## src/rtl/counter_enable_seq.sv

```systemverilog
// counter_enable_seq
//   Burst generator for the downstream 4-bit counter enable. A start request
//   latches run length, gap length and burst count; the block then emits
//   `bursts` runs of enable=1, each `run_len` cycles long, separated by
//   `gap_len` cycles of enable=0, and finishes with a one-cycle done pulse.
//
//   Optional feature macro: COUNTER_SEQ_PAUSE_EN (adds the `pause` input,
//   which freezes an active sequence and holds enable low while asserted).
//
// Ports
//   clock      system clock, rising edge
//   reset      asynchronous active-low reset
//   start      start request, accepted only in IDLE and only without abort
//   abort      synchronous cancel of an active sequence (no done pulse)
//   pause      (COUNTER_SEQ_PAUSE_EN only) freeze while in RUN/GAP
//   run_len    enable-high cycles per burst
//   gap_len    enable-low cycles between bursts
//   bursts     number of bursts
//   enable     downstream counter enable (registered)
//   busy       high while a sequence is in RUN or GAP (registered)
//   done       one-cycle completion pulse (registered)
//   burst_idx  0-based index of the current/last burst
module counter_enable_seq #(
   parameter int LEN_W = 8,
   parameter int CNT_W = 4
) (
   input  logic             clock,
   input  logic             reset,
   input  logic             start,
   input  logic             abort,
`ifdef COUNTER_SEQ_PAUSE_EN
   input  logic             pause,
`endif
   input  logic [LEN_W-1:0] run_len,
   input  logic [LEN_W-1:0] gap_len,
   input  logic [CNT_W-1:0] bursts,
   output logic             enable,
   output logic             busy,
   output logic             done,
   output logic [CNT_W-1:0] burst_idx
);

   typedef enum logic [1:0] {S_IDLE, S_RUN, S_GAP, S_DONE} state_t;

   state_t           state_q, state_d;
   logic [LEN_W-1:0] cnt_q, cnt_d;
   logic [LEN_W-1:0] run_len_q, run_len_d;
   logic [LEN_W-1:0] gap_len_q, gap_len_d;
   logic [CNT_W-1:0] bursts_q, bursts_d;
   logic [CNT_W-1:0] burst_idx_q, burst_idx_d;
   logic             enable_q, enable_d;
   logic             busy_q, busy_d;
   logic             done_q, done_d;

   logic             pause_in;
   logic             active;
   logic             freeze;

`ifdef COUNTER_SEQ_PAUSE_EN
   assign pause_in = pause;
`else
   assign pause_in = 1'b0;
`endif

   assign active = (state_q == S_RUN) || (state_q == S_GAP);
   // abort takes priority over pause; pause is meaningless outside RUN/GAP
   assign freeze = pause_in && active && !abort;

   always_comb begin
      state_d     = state_q;
      cnt_d       = cnt_q;
      run_len_d   = run_len_q;
      gap_len_d   = gap_len_q;
      bursts_d    = bursts_q;
      burst_idx_d = burst_idx_q;

      case (state_q)
         S_IDLE: begin
            if (start && !abort) begin
               run_len_d   = run_len;
               gap_len_d   = gap_len;
               bursts_d    = bursts;
               burst_idx_d = '0;
               if (run_len == '0 || bursts == '0) begin
                  state_d = S_DONE;
               end else begin
                  state_d = S_RUN;
                  cnt_d   = run_len - LEN_W'(1);
               end
            end
         end
         S_RUN: begin
            if (abort) begin
               state_d = S_IDLE;
            end else if (!freeze) begin
               if (cnt_q != '0) begin
                  cnt_d = cnt_q - LEN_W'(1);
               end else if (burst_idx_q == bursts_q - CNT_W'(1)) begin
                  state_d = S_DONE;
               end else if (gap_len_q == '0) begin
                  // back-to-back bursts: stay in RUN so enable never dips
                  cnt_d       = run_len_q - LEN_W'(1);
                  burst_idx_d = burst_idx_q + CNT_W'(1);
               end else begin
                  state_d = S_GAP;
                  cnt_d   = gap_len_q - LEN_W'(1);
               end
            end
         end
         S_GAP: begin
            if (abort) begin
               state_d = S_IDLE;
            end else if (!freeze) begin
               if (cnt_q != '0) begin
                  cnt_d = cnt_q - LEN_W'(1);
               end else begin
                  state_d     = S_RUN;
                  cnt_d       = run_len_q - LEN_W'(1);
                  burst_idx_d = burst_idx_q + CNT_W'(1);
               end
            end
         end
         default: begin
            // DONE lasts one cycle; a start seen here is dropped
            state_d = S_IDLE;
         end
      endcase

      // outputs are registered copies of the next-state decode; a frozen
      // RUN reports enable=0 so the downstream counter stops with it
      enable_d = (state_d == S_RUN) && !freeze;
      busy_d   = (state_d == S_RUN) || (state_d == S_GAP);
      done_d   = (state_d == S_DONE);
   end

   always_ff @(posedge clock or negedge reset) begin
      if (!reset) begin
         state_q     <= S_IDLE;
         cnt_q       <= '0;
         run_len_q   <= '0;
         gap_len_q   <= '0;
         bursts_q    <= '0;
         burst_idx_q <= '0;
         enable_q    <= 1'b0;
         busy_q      <= 1'b0;
         done_q      <= 1'b0;
      end else begin
         state_q     <= state_d;
         cnt_q       <= cnt_d;
         run_len_q   <= run_len_d;
         gap_len_q   <= gap_len_d;
         bursts_q    <= bursts_d;
         burst_idx_q <= burst_idx_d;
         enable_q    <= enable_d;
         busy_q      <= busy_d;
         done_q      <= done_d;
      end
   end

   assign enable    = enable_q;
   assign busy      = busy_q;
   assign done      = done_q;
   assign burst_idx = burst_idx_q;

endmodule
```

## config.mk

```make
export PLATFORM = sky130hd
export DESIGN_NAME = counter_enable_seq
export DESIGN_NICKNAME = d
export VERILOG_FILES = /design/src/rtl/counter_enable_seq.sv
export SDC_FILE = /design/constraint.sdc
export NUM_CORES = 1
export LEC_CHECK = 0
export CORE_MARGIN = 2
export CORE_UTILIZATION = 56
export CTS_CLUSTER_DIAMETER = 150
export CTS_CLUSTER_SIZE = 40
export DETAILED_ROUTE_END_ITERATION = 10
export PLACE_DENSITY = 0.78
export SYNTH_ARGS = -nofsm -noshare
export SYNTH_HDL_FRONTEND = slang
export SYNTH_SLANG_ARGS = --single-unit
```

## constraint.sdc

```tcl
create_clock -name clock -period 3.55 [get_ports clock]
set_clock_uncertainty 0.05 [all_clocks]
set_input_delay 0.5325 -clock clock [delete_from_list [all_inputs] [get_ports clock]]
set_output_delay 0.5325 -clock clock [all_outputs]
set_load 0.03 [all_outputs]
```

==> metrics.md, run 1 <==
| Metric | Value |
|---|---|
| Clk root buf | `clkbuf_8` |
| CTS resizes | `0` |
| Fin util | `0.6849` |
| Max-slew headroom | `0.2750` |
| First DRT Iteration DRCs | `187` |
| H-Tree Depth | `2` |
| Synth warn | `0` |
| RSZ-0062 raised after global routing | `no` |
| Hold buffer count at CTS | `0` |
| Detailed-route wire length per cell | `15.84 um` |
| Vias in the first global route | `2016` |
| Final Total Pwr | `2.494 mW` |
| Terminus of the critical flop-to-flop path | `cnt_q[3]$_DFFE_PN0P_` |
| Met3 Use GR | `0.04501` |
| CP startpoint kind | `flop` |
| Worst reg2reg startpoint | `cnt_q[0]$_DFFE_PN0P_` |
| Post-Syn Area | `2570 um2` |
| Critical path class | `reg -> reg` |
| Min cycle time layout | `2.943 ns` |
| Leakage power | `1.293 nW` |
| Die X | `71.75 um` |
| Sequential share of the synthesized area | `0.3603` |
| Slew Limit Fails | `0` |
| Post-route setup TNS | `0 ns` |
| EDFF count, synth | `0` |
| Worst Path Max Fanout | `16` |
| CTS max path bufs | `2` |
| GRT overflow | `0` |
| Max Cap Viol | `0` |
| Post-route cell area | `3003 um2` |
| Syn Inst Count | `277` |
| Placed Instance Area | `2902 um2` |
| Residual DRC | `0` |
| Worst Setup End Kind | `flop` |
| Reg2reg path depth | `8` |
| I/O Pins | `31` |
| Post-CTS setup repair buffer count | `0` |
| Largest net degree at the start of global routing | `38` |
| # fillers | `368` |
| Yosys cell types | `48` |
| FF+latch count, synth | `37` |
| Final #Nets | `345` |
| GRT busiest layer | `met2` |
| Total track usage | `0.2434` |
| Syn_nets | `316` |
| Worst ir drop on vdd | `0.0004443 V` |
| Clock slew at reported path FFs | `0.07 ns` |
| Outcome | `completed` |
| # clock sinks | `37` |
| Share of cells above drive strength 1 | `0.1238` |
| Least-Margin Pin Slew | `1.083 ns` |
| Antenna violations before repair | `0` |
| Post-synth top flop | `dfrtp_1` |
| Total CTS buffers | `5` |
| ANT nets after route | `0` |
| CP Data Required Time | `3.68 ns` |
| Port buffer count | `30` |
| CTS tree | `done` |
| Most frequent cells in the layout | `37 x dfrtp_1, 29 x clkdlybuf4s50_1, 27 x nand2_1, 22 x nor2_1, 20 x inv_1` |
| Asr flop ratio synth | `1.000` |
| Effective utilization at floorplan | `0.5862` |
| Pwr Density | `830.5 nW/um2` |
| Post-DP HPWL | `4295 um` |
| Routing usage on met2 | `0.3848` |
| Final hold slack | `0.2807 ns` |
| FMAX | `339.8 MHz` |
| Setup-violating endpoint count in the final report | `0` |
| Die Outline Area | `5147 um2` |
| Height of the die | `71.75 um` |
| Syn Area/Cell | `9.278 um2` |
| Setup slack, reg-to-reg | `0.61 ns` |
| Skew-Pair Late Insertion Delay | `0.29 ns` |
| Gpl congestion | `0.8710` |
| # rows | `24` |
| Final wirelength | `5687 um` |
| Via count | `2126` |
| First-pass GRT wire length | `9742 um` |
| Via/cell ratio | `5.922` |
| Core ar. | `4384 um2` |
| M1 GR Usage | `0.3490` |
| Synth-to-Final Area Change | `16.85%` |
| # diodes | `0` |
| Worst min-delay path class | `in -> async` |
| Arrival time worst endpoint | `3.07 ns` |
| Pre-antenna DRT Iters | `4` |
| Most common cell after layout, fill and taps aside | `dfrtp_1` |
| Final hold vios | `0` |
| Crit path from | `cnt_q[0]$_DFFE_PN0P_` |
| Fin crit share | `0.8290` |
[metal layers]
layer	vias up	routed length (um)
li1	1042	-
met1	1006	2625
met2	68	2681
met3	10	315
met4	0	64
met5	-	0
[worst max-delay path: stages, from the launching register on]
cell and delay, ns:
dfrtp_1 0.42, inv_1 0.10, ha_1 0.18, nor3b_2 0.30, and2_2 0.33, nand2_1 0.16, o211ai_1 0.90, nor2_1 0.14
a22o_1 0.24
[registers in the layout, summed over array words and instances, names as in the netlist]
signal	count
cnt_q	8
state_q	2
enable	1
busy	1
run_len_q	8
burst_idx	4
gap_len_q	8
bursts_q	4
done	1
[stage by stage]
stage	std cells	setup slack, ns
floorplan	277	1.317
global placement	351	0.7504
detailed placement	351	0.6752
CTS	359	0.6766
global route	359	0.4409
finish	359	0.6072
[layout make-up]
| type | instances | area (um2) | share of cell area |
|---|---|---|---|
| clock buffer | 7 | 96.34 | 0.03208 |
| clock inverter | 1 | 5.005 | 0.001667 |
| inverter | 20 | 75.07 | 0.02500 |
| multi-input combinational | 211 | 1533 | 0.5104 |
| sequential | 37 | 925.9 | 0.3083 |
| tap | 52 | 65.06 | 0.02167 |
| timing repair buffer | 31 | 302.8 | 0.1008 |
[power by group]
group	internal [mW]	switching, mW
clock network	0.175	0.148
registers	0.614	0.246
logic	0.591	0.719
[Yosys cell counts, drive strengths merged (2+ instances only)]
cell type / n / area (um2)
dfrtp: 37 / 925.9
nand2: 28 / 112.6
nor2: 22 / 82.58
inv: 20 / 75.07
mux2: 18 / 202.7
ha: 15 / 187.7
o21ai: 14 / 70.07
nor3: 13 / 65.06
xnor2: 13 / 113.9
xor2: 13 / 113.9
a21oi: 11 / 58.81
o31ai: 8 / 60.06
clkbuf: 6 / 22.52
nor4: 6 / 65.06
nand3: 5 / 25.02
nor3b: 5 / 42.54
mux2i: 4 / 40.04
a211oi: 3 / 22.52
buf: 3 / 13.76
nand2b: 3 / 18.77
o211ai: 3 / 22.52
o22ai: 3 / 18.77
a31oi: 2 / 12.51
nand4: 2 / 12.51
o221ai: 2 / 17.52
or3: 2 / 12.51
[how the worst max path moves through the flow]
stage | cells past startpoint | endpoint
6_report | 8 | cnt_q[3]$_DFFE_PN0P_
3_5_place_dp | 7 | cnt_q[3]$_DFFE_PN0P_
3_3_place_gp | 7 | cnt_q[3]$_DFFE_PN0P_
4_1_cts | 8 | cnt_q[3]$_DFFE_PN0P_
2_1_floorplan | 11 | busy$_DFF_PN0_
5_1_grt | 8 | cnt_q[3]$_DFFE_PN0P_
[cell families (layout without fill, tap and decap cells)]
logic type      after synthesis  count (layout)  synth area share
flops                        37              37            0.3603
xor+xnor                     26              26           0.08861
mux                          22              22           0.09445
compound gates               57              57            0.1548
fa+ha+maj                    15              15           0.07303
simple gates                 91              91            0.1855
buf+inv                      29              59           0.04333
Power figures use the tool's default switching activity.
==> inputs of run 2 (changes only) <==
Settings changed: CORE_UTILIZATION 56 to 51, PLACE_DENSITY 0.78 to 0.75.
Clock period 3.55 ns to 2.53 ns, I/O delays scaled along.
==> run 2 against run 1 <==
Net effect:
- core utilization down 3.7 points
- first-iteration DRC count rose by 14%
- fmax rose by 24%
- power is 41% higher
- hold slack lost 0.15 ns
- critical path depth increased by 2
- combinational power increased by 45%
- clock-buffer cell count decreased by 1
- critical path type unchanged
==> metrics.md, run 2 (same netlist as run 1, synthesis figures left out) <==
| Metric | Value |
|---|---|
| Outcome | `completed` |
| # clock sinks | `37` |
| Arrival time worst endpoint | `2.52 ns` |
| Worst Path Max Fanout | `11` |
| Residual DRC | `0` |
| Skew-Pair Late Insertion Delay | `0.29 ns` |
| First-pass GRT wire length | `9839 um` |
| Min cycle time layout | `2.377 ns` |
| Worst reg2reg startpoint | `cnt_q[0]$_DFFE_PN0P_` |
| Core ar. | `4786 um2` |
| # diodes | `0` |
| Pwr Density | `1138 nW/um2` |
| Final Total Pwr | `3.527 mW` |
| Slew Limit Fails | `0` |
| Largest net degree at the start of global routing | `38` |
| I/O Pins | `31` |
| Leakage power | `1.344 nW` |
| Height of the die | `74.99 um` |
| Terminus of the critical flop-to-flop path | `busy$_DFF_PN0_` |
| Via count | `2186` |
| Worst Setup End Kind | `flop` |
| Post-DP HPWL | `4455 um` |
| Most frequent cells in the layout | `36 x dfrtp_1, 29 x clkdlybuf4s50_1, 27 x nand2_1, 22 x nor2_1, 20 x inv_1` |
| Antenna violations before repair | `0` |
| Final #Nets | `357` |
| Fin crit share | `0.9395` |
| Via/cell ratio | `5.663` |
| Die Outline Area | `5623 um2` |
| CP Data Required Time | `2.68 ns` |
| Port buffer count | `30` |
| Max-slew headroom | `0.4495` |
| Worst ir drop on vdd | `0.0005522 V` |
| Clk root buf | `clkbuf_8` |
| Area of the multi-input gates | `1539 um2` |
| Setup slack, reg-to-reg | `0.15 ns` |
| Clock slew at reported path FFs | `0.08 ns` |
| Setup-violating endpoint count in the final report | `0` |
| Final wirelength | `5848 um` |
| # fillers | `401` |
| Max Cap Viol | `0` |
| Register area | `927.1 um2` |
| Total track usage | `0.2316` |
| Worst min-delay path class | `in -> async` |
| Least-Margin Pin Slew | `0.8257 ns` |
| Gpl congestion | `0.9140` |
| Die X | `74.99 um` |
| Most common cell after layout, fill and taps aside | `dfrtp_1` |
| Effective utilization at floorplan | `0.5370` |
| Total CTS buffers | `5` |
| First DRT Iteration DRCs | `213` |
| ANT nets after route | `0` |
| FMAX | `420.7 MHz` |
| Critical path class | `reg -> reg` |
| # rows | `25` |
| Vias in the first global route | `2048` |
| H-Tree Depth | `2` |
| Share of cells above drive strength 1 | `0.1567` |
| CTS tree | `done` |
| Pre-antenna DRT Iters | `4` |
| Top flop regs | `cnt_q: 8 flops, gap_len_q: 8 flops, run_len_q: 8 flops` |
| Reg2reg path depth | `10` |
| Synth-to-Final Area Change | `20.64%` |
| CTS max path bufs | `2` |
| Final non-filler cell total | `386` |
| GRT overflow | `0` |
| RSZ-0062 raised after global routing | `yes` |
| Final hold vios | `0` |
| CP startpoint kind | `flop` |
| Final hold slack | `0.1352 ns` |
| Post-CTS setup repair buffer count | `0` |
| Placed cell count | `378` |
| Detailed-route wire length per cell | `15.15 um` |
[run 2: repair_timing]
| action | 4_1_cts | 5_1_grt |
|---|---|---|
| resized for setup | 0 | 2 |
| hold buffers | 0 | 0 |
| setup endpoints to repair | 0 | 2 |
[run 2: critical path, cell delays in order, from the launching register on]
cell      delay (ns)
dfrtp_1         0.43
inv_1           0.10
ha_1            0.20
nor3b_4         0.27
and2_2          0.31
nand2_1         0.12
a211oi_1        0.24
a21oi_1         0.08
a21o_1          0.19
ha_1            0.26
inv_1           0.03
[run 2: cell type report]
type	count	area share
tap	67	0.02704
timing repair buffer	43	0.1267
inverter	20	0.02421
multi-input combinational	211	0.4964
sequential	37	0.2990
clock inverter	2	0.003228
clock buffer	6	0.02341
[run 2: how the worst max path moves through the flow]
stage,start,end,cells after the start
floorplan,cnt_q[0]$_DFFE_PN0P_,busy$_DFF_PN0_,11
detailed placement,run_len[3],busy$_DFF_PN0_,8
global placement,run_len[0],busy$_DFF_PN0_,9
CTS,cnt_q[0]$_DFFE_PN0P_,busy$_DFF_PN0_,10
global route,cnt_q[0]$_DFFE_PN0P_,busy$_DFF_PN0_,10
finish,cnt_q[0]$_DFFE_PN0P_,busy$_DFF_PN0_,10
[run 2: per-stage QoR]
stage	utilization	setup slack [ns]	TNS, ns	cell area, um2
2_1_floorplan	-	0.2974	0	2570
3_5_place_dp	0.6290	0.1137	0	3010
5_1_grt	0.6478	-0.01619	-0.02614	3100
4_1_cts	0.6463	0.1239	0	3093
6_report	0.6478	0.1532	0	3100
3_3_place_gp	0.6290	0.1508	0	3010
[run 2: power breakdown]
part	internal [mW]	switching (mW)	total (mW)
registers	0.862	0.358	1.22
clock network	0.191	0.213	0.404
logic	0.894	1.01	1.90
[run 2: layer usage]
metal | track usage | up-vias | share of wire
met5 | 0 | - | 0
met2 | 0.3558 | 77 | 0.47
met1 | 0.3395 | 1032 | 0.46
met4 | 0.05556 | 0 | 0.012
li1 | - | 1068 | -
met3 | 0.04284 | 9 | 0.058
==> inputs of run 3 (changes only) <==
Settings changed: ABC_AREA set to 1, ABC_CLOCK_PERIOD_IN_PS set to 2530, PLACE_DENSITY 0.75 to 0.76.
==> run 3 against run 2 <==
Net effect:
- sequential share of layout area is 0.88 points lower
- clock power is 32% higher
- non-clock buffer count is 11 lower
- critical endpoint unchanged
- cell count is 31% higher
- critical path type unchanged
- routed wire length is 2.0% higher
- power is 4.4% higher
- global-route usage is 0.97 points lower
==> metrics.md, run 3 <==
| Metric | Value |
|---|---|
| Most frequent cells in the layout | `119 x nand2_1, 58 x inv_1, 42 x nor2_1, 37 x dfrtp_1, 29 x clkdlybuf4s50_1` |
| CP dominant cell by count | `nand2_1` |
| GRT overflow | `0` |
| Clock slew at reported path FFs | `0.08 ns` |
| FMAX | `471.4 MHz` |
| Synth warn | `0` |
| Max Cap Viol | `0` |
| Register area | `925.9 um2` |
| Critical path class | `reg -> reg` |
| Most common cell after layout, fill and taps aside | `nand2_1` |
| Top flop regs | `cnt_q: 8 flops, gap_len_q: 8 flops, run_len_q: 8 flops` |
| RSZ-0062 raised after global routing | `no` |
| Largest cells by area after synthesis | `dfrtp_1 34%, nand2_1 16%, inv_1 8.0%, ha_1 6.9%, nor2_1 5.8%` |
| Post-CTS setup repair buffer count | `0` |
| Die Outline Area | `5924 um2` |
| Leakage power | `1.596 nW` |
| # diodes | `0` |
| Skew-Pair Late Insertion Delay | `0.29 ns` |
| Synth-to-Final Area Change | `17.51%` |
| Post-Syn Area | `2715 um2` |
| First-pass GRT wire length | `10650 um` |
| Total track usage | `0.2220` |
| CTS resizes | `0` |
| Final wirelength | `5967 um` |
| Post-synth top flop | `dfrtp_1` |
| # rows | `26` |
| # clock sinks | `37` |
| Least-Margin Pin Slew | `0.8489 ns` |
| Arrival time worst endpoint | `2.30 ns` |
| Post-DP HPWL | `4571 um` |
| First DRT Iteration DRCs | `128` |
| Detailed-route wire length per cell | `11.84 um` |
| Pre-antenna DRT Iters | `4` |
| Worst min-delay path class | `in -> async` |
| CTS max path bufs | `2` |
| Worst ir drop on vdd | `0.0005478 V` |
| CP startpoint kind | `flop` |
| Yosys cell types | `31` |
| EDFF count, synth | `0` |
| Port buffer count | `30` |
| Slew Limit Fails | `0` |
| Clk root buf | `clkbuf_8` |
| Sequential share of the synthesized area | `0.3410` |
| Fin util | `0.6247` |
| Hold buffer count at CTS | `0` |
| CTS tree | `done` |
| Syn Inst Count | `401` |
| Vias in the first global route | `2373` |
| CP Data Required Time | `2.71 ns` |
| Top cells by count, synth | `119 x nand2_1, 58 x inv_1, 42 x nor2_1` |
| Largest net degree at the start of global routing | `40` |
| Syn Area/Cell | `6.771 um2` |
| Yosys top cell area share | `0.3410` |
| Via/cell ratio | `4.948` |
| Setup-violating endpoint count in the final report | `0` |
| Post-route setup TNS | `0 ns` |
| Asr flop ratio synth | `1.000` |
| Slowest-stage cell, CP | `dfrtp_1` |
| Die X | `76.97 um` |
| Residual DRC | `0` |
| Height of the die | `76.97 um` |
| Syn_nets | `440` |
| FF+latch count, synth | `37` |
| Crit path cell chain | `inv_1 > ha_1 > xor2_1 > nand2_1 > nor2_2 > nand4_2 > nand2_1 > nand2_1 > a21oi_1 > ha_1 > inv_1` |
| I/O Pins | `31` |
| Via count | `2494` |
| Core ar. | `5107 um2` |
| Effective utilization at floorplan | `0.5316` |
| H-Tree Depth | `2` |
| Final #Nets | `472` |
| Fin crit share | `0.8386` |
| Min cycle time layout | `2.122 ns` |
| CP max stage delay | `0.37 ns` |
| Total CTS buffers | `5` |
| Share of cells above drive strength 1 | `0.08295` |
| Final hold slack | `0.1384 ns` |
| Worst Path Max Fanout | `3` |
| # fillers | `492` |
| Final hold vios | `0` |
| Area of the multi-input gates | `1518 um2` |
| Max-slew headroom | `0.4341` |
| ANT nets after route | `0` |
| Worst Setup End Kind | `flop` |
| Antenna violations before repair | `0` |
| Pwr Density | `1154 nW/um2` |
| Outcome | `completed` |
| Cell taking the most area after synthesis | `dfrtp_1` |
| Gpl congestion | `0.9233` |
| Most common cell in the netlist | `nand2_1` |
-- run 3: final cells by class --
type | count | area share
Multi-Input combinational cell | 295 | 0.4757
Timing Repair Buffer | 32 | 0.09726
Clock buffer | 7 | 0.02706
Inverter | 62 | 0.07294
Tap cell | 70 | 0.02745
Sequential cell | 37 | 0.2902
Clock inverter | 1 | 0.009412
-- run 3: routing by layer --
layer  share of wire  up-vias  GRT usage
met5               0        -          0
met4          0.0085        0    0.06182
met3           0.051        6    0.04118
met2            0.43       66     0.3491
met1            0.51     1117     0.3126
li1                -     1305          -
-- run 3: where the power goes --
part           total [mW]  internal (mW)  switching [mW]
Combinational        2.03          0.761            1.27
Sequential           1.12          0.864           0.253
Clock               0.535          0.322           0.213
Total                3.68           1.95            1.73
-- run 3: final timing paths --
kind	from	end	slack [ns]	cells after the start
setup reg to reg	bursts_q[0]$_DFFE_PN0P_	busy$_DFF_PN0_	0.41	11
min in group clock	bursts_q[1]$_DFFE_PN0P_	bursts_q[1]$_DFFE_PN0P_	0.44	2
hold / removal	reset	run_len_q[5]$_DFFE_PN0P_	0.14	1
hold reg to reg	bursts_q[1]$_DFFE_PN0P_	bursts_q[1]$_DFFE_PN0P_	0.44	2
max in group asynchronous	reset	busy$_DFF_PN0_	1.75	1
setup / recovery	bursts_q[0]$_DFFE_PN0P_	busy$_DFF_PN0_	0.41	11
-- run 3: through the flow --
stage / cell area, um2 / std cells / power [mW] / worst slack [ns]
finish: 3191 / 504 / 3.680 / 0.4085
global route: 3191 / 504 / 4.078 / 0.1423
CTS: 3191 / 504 / 3.690 / 0.3805
detailed placement: 3074 / 496 / 3.143 / 0.3395
global placement: 3074 / 496 / 3.091 / 0.3787
floorplan: 2715 / 401 / 2.658 / 0.6339
-- run 3: worst max-delay path: cells and delay by family (launching register included) --
family	cells	cell delay (ns)
adder cells (fa/ha/maj)	2	0.58
AND/OR/NAND/NOR	5	0.53
flip-flops	1	0.37
AO/OA/AOI/OAI	1	0.24
XOR/XNOR	1	0.15
buffers and inverters	2	0.14
-- run 3: logic make-up (layout without fill, tap and decap cells) --
| family | count (synthesis) | in the layout | synth area share |
|---|---|---|---|
| AO/OA/AOI/OAI | 60 | 60 | 0.1138 |
| XOR/XNOR | 13 | 13 | 0.04194 |
| adder cells (fa/ha/maj) | 15 | 15 | 0.06912 |
| buffers and inverters | 69 | 102 | 0.1000 |
| flip-flops | 37 | 37 | 0.3410 |
| multiplexers | 1 | 1 | 0.004147 |
| AND/OR/NAND/NOR | 206 | 206 | 0.3300 |
==> variant 1 (settings of run 2) <==
Add a define of `COUNTER_SEQ_PAUSE_EN`.
--- a/src/rtl/counter_enable_seq.sv
+++ b/src/rtl/counter_enable_seq.sv
@@ -20,6 +20,8 @@
 //   busy       high while a sequence is in RUN or GAP (registered)
 //   done       one-cycle completion pulse (registered)
 //   burst_idx  0-based index of the current/last burst
+`define COUNTER_SEQ_PAUSE_EN
+
 module counter_enable_seq #(
    parameter int LEN_W = 8,
    parameter int CNT_W = 4
Ports: changed (added pause); port bits go from 31 to 32. No check against the original RTL was run, so the function may have changed too.
==> variant 1 against run 2 <==
Wire length up 2.5%; design area is 7.5% higher; critical endpoint unchanged; maximum frequency is 0.38% higher; largest power group unchanged; largest cell class unchanged; total power up 23%; non-clock buffer count rose by 11; synthesized area increased by 5.1%; final cell count grew 4.4%; setup slack better by 0.0090 ns; critical path type unchanged; critical path depth up 1; via count is 1.7% higher; clock power rose by 29%; sequential cell count did not move.
==> variant 1: results (changes against run 2) <==
| Metric | Value |
|---|---|
| Outcome | `finished clean` |
| Psw | `1.90 mW (+21%)` |
| M1 GR Usage | `0.281 (-0.0582)` |
| Max Used Layer | `met4` |
| Met3 WL | `330 um (-3.2%)` |
| Max Fanout on Critical Path | `4 (-7)` |
| Critical Path Max Stage Delay | `0.41 ns (-0.02 ns)` |
| Arr. time, crit path | `2.55 ns (+0.03 ns)` |
| Ranking of synthesized cells by area | `dfrtp_1 34%, mux2_2 7.9%, ha_1 7.0%` |
| DP HPWL | `4.76 mm (+6.7%)` |
| Rel. slew slack | `0.467 (+0.0170)` |
| Worst Reg-to-Reg Cells | `11 (+1)` |
| Wl on met1 | `2.72 mm (+1.0%)` |
| CTS max path bufs | `2 (unchanged)` |
| WL per Instance | `14.9 um (-1.9%)` |
| Routability cong. | `0.869 (-5.0%)` |
| Setup TNS | `0 ns (unchanged)` |
| Grt met2 use | `0.367 (+0.0109)` |
| Via-to-Cell Ratio | `5.52 (-2.6%)` |
| Port Buffers | `31 (+3.3%)` |
| Max IR drop VDD | `0.000628 V (+14%)` |
| Netlist cell types | `53 (+10%)` |
| Met2 wire len | `2.89 mm (+5.4%)` |
| Most used DFF post-synth | `dfrtp_1` |
| Ratio of cells with drive above 1 in the final layout | `0.216 (+0.0595)` |
| Pin count of the biggest net entering global routing | `38 (unchanged)` |
| Register area share after synthesis | `0.343 (-0.0174)` |
| CTS HTree Levels | `2 (unchanged)` |
| Top Registers | `cnt_q x8, gap_len_q x8, run_len_q x8` |
| Clk slew on worst S/H paths | `~0.070 ns` |
| Clock latency on the worst-skew pair | `0.29 ns (about the same)` |
| Grt met3 use | `0.0518 (+0.00893)` |
| Initial antenna violation count | `0 (unchanged)` |
| Worst slack, placed | `0.00239 ns (-0.111 ns)` |
| Filler cells | `435 (+8.5%)` |
| Diodes inserted | `0 (unchanged)` |
| Root Buffer | `clkbuf_8` |
| Iteration-0 DRC Markers | `102 (-52%)` |
| Crit Reg-Reg Startpoint | `cnt_q[1]` |
| Asr flop ratio synth | `1.00 (unchanged)` |
| Total Routing Usage GR | `0.217 (-0.0148)` |
| Ys Warns | `0 (unchanged)` |
| Post-synth top cells | `37 x dfrtp_1, 28 x inv_1, 20 x nand2_1, 19 x mux2_2, 16 x o21ai_0` |
| Global-route wire length before repair | `10.2 mm (+3.9%)` |
| Number of global-route vias before repair | `2179 (+6.4%)` |
| WHS | `0.126 ns (-0.00906 ns)` |
| Leakage | `1.42 nW (+5.3%)` |
| Mapped Nets | `320 (+1.3%)` |
| Drt pass-1 iters | `4 (unchanged)` |
| CP delay by family, top | `compound AO/OA/AOI/OAI gates` |
| HP Class | `in2async` |
| Layout net count | `372 (+4.2%)` |
| R2R Setup Slk | `between 0.15 and 0.2 ns` |
| Setup Fix Bufs, Post-CTS | `0 (unchanged)` |
-- variant 1: cell types whose count changed in the layout (fill, tap and decap cells not counted), sizes merged, moves of 4 or more --
cell	change
nor2	-12
o21ai	+8
buf	+10
inv	+8
nand2	-7
xor2	-5
a31oi	+4
o31ai	-5
o22ai	+5
-- variant 1: cells by family after synthesis --
group,share of synthesized area
AOI/OAI and AO/OA,0.186
xor gates and xnor gates,0.0797
buffers and inverters,0.0575
and+or+nand+nor,0.155
muxes,0.109
DFF,0.343
adders and majority gates,0.0695
-- variant 1: layout make-up --
class	instances	area share
flip-flops and latches	37	0.278
well taps	70	0.0263
clock buffers	7	0.0259
multi-input cells	206	0.486
inverters	28	0.0315
repair buffers	54	0.143
clock inverters	1	0.00901
-- variant 1: worst max-delay path by stage --
stage	start	slack [ns]	cells after the start	endpoint
floorplan	cnt_q[0]	0.22	11	busy
global placement	run_len[2]	0.03	8	cnt_q[5]
detailed placement	run_len[2]	0.002	8	cnt_q[1]
CTS	cnt_q[1]	0.17	11	busy
global route	gap_len_q[1]	0.01	11	busy
finish	cnt_q[1]	0.16	11	busy
-- variant 1: power groups by stage --
stage / registers [mW] / logic, mW / clock network, mW
5_1_grt: 1.29 / 2.84 / 0.561
2_1_floorplan: 1.26 / 1.84 / 0
4_1_cts: 1.24 / 2.58 / 0.536
3_3_place_gp: 1.23 / 2.51 / 0
3_5_place_dp: 1.25 / 2.56 / 0
6_report: 1.24 / 2.59 / 0.522
-- variant 1: stage by stage --
step | util | area [um^2] | std cells
6_report | 0.652 | 3330 | 403
5_1_grt | 0.652 | 3330 | 403
4_1_cts | 0.652 | 3330 | 403
3_5_place_dp | 0.630 | 3220 | 395
3_3_place_gp | 0.630 | 3220 | 395
2_1_floorplan | - | 2700 | 280
==> variant 2 (config.mk and constraints of run 2) <==
Made on the original files. The output `busy` loses its register stage (`busy_q` becomes a continuous assignment).
--- a/src/rtl/counter_enable_seq.sv
+++ b/src/rtl/counter_enable_seq.sv
@@ -142,7 +142,6 @@
          bursts_q    <= '0;
          burst_idx_q <= '0;
          enable_q    <= 1'b0;
-         busy_q      <= 1'b0;
          done_q      <= 1'b0;
       end else begin
          state_q     <= state_d;
@@ -152,10 +151,11 @@
          bursts_q    <= bursts_d;
          burst_idx_q <= burst_idx_d;
          enable_q    <= enable_d;
-         busy_q      <= busy_d;
          done_q      <= done_d;
       end
    end
+
+   assign busy_q = busy_d;
 
    assign enable    = enable_q;
    assign busy      = busy_q;
Check against the original RTL: not equivalent (a bounded check fails within 4 cycles, from zero or initial values and one cycle with reset low).
==> variant 2 against run 2 <==
The run now ends with setup timing left; largest power group unchanged; wire length up 9.1%; setup slack worse by 0.42 ns; total power up 10%; clock power up 5.0%; combinational power up 22%; sequential cell count down 1; design area up 8.5%; synthesized area down 0.97%; largest cell class unchanged.
==> variant 2: results (changes against run 2) <==
| Metric | Value |
|---|---|
| Gate Count Post-Synth | `276 (-0.36%)` |
| Filler cells | `388 (-3.2%)` |
| Pin count of the biggest net entering global routing | `37 (-2.6%)` |
| Grt met3 use | `0.0455 (+0.00268)` |
| Failing checks | `setup timing` |
| Arr. time, crit path | `2.37 ns (-0.15 ns)` |
| Critical Path Max Stage Delay | `0.38 ns (-0.05 ns)` |
| Adder-Cell Fraction of Synth Area | `0.0737 (+0.000718)` |
| Outcome | `complete, but fails checks` |
| Non-clk bufs | `71 (+65%)` |
| Worst slack, placed | `-0.295 ns (-0.409 ns)` |
| PnR worst setup slack | `-0.268 ns (-0.421 ns)` |
| Setup Fix Bufs, Post-CTS | `3 (+3)` |
| Number of global-route vias before repair | `2211 (+8.0%)` |
| Post-Synth XOR/XNOR Area | `0.0895 (+0.000871)` |
| Max Fanout on Critical Path | `3 (-8)` |
| Register area share after synthesis | `0.354 (-0.00629)` |
| M1 GR Usage | `0.334 (-0.00535)` |
| Post-synthesis compound-gate area fraction | `0.156 (+0.00152)` |
| Mapped Nets | `315 (-0.32%)` |
| DP HPWL | `4.69 mm (+5.3%)` |
| Layout net count | `384 (+7.6%)` |
| Final setup violation count | `1 (+1)` |
| WL per Instance | `15.5 um (+2.0%)` |
| Multi-input gate area | `1600 um^2 (+4.2%)` |
| DP Cell Count | `401 (+6.1%)` |
| Area post-placement | `3180 um^2 (+5.8%)` |
| Max IR drop VDD | `0.000801 V (+45%)` |
variant 2: cell types whose count changed after synthesis:
| cell | run 2 | this run |
|---|---|---|
| dfrtp_1 | 37 | 36 |
variant 2: path summary, 6_finish.rpt:
kind	startpoint	end	slack (ns)	depth (start not counted)
hold / removal	reset	burst_idx[1]	0.45	2
setup reg to reg	cnt_q[0]	burst_idx[3]	0.12	10
max in group asynchronous	reset	gap_len_q[5]	1.65	2
min in group clock	run_len_q[7]	run_len_q[7]	0.50	1
hold reg to reg	run_len_q[7]	run_len_q[7]	0.50	1
setup / recovery	bursts_q[1]	busy	-0.27	10
variant 2: power groups by stage:
stage	logic, mW	registers, mW	clock network, mW
floorplan	1.38	1.16	0
global placement	2.07	1.14	0
detailed placement	2.12	1.15	0
CTS	2.27	1.14	0.433
global route	2.51	1.19	0.456
finish	2.31	1.15	0.424
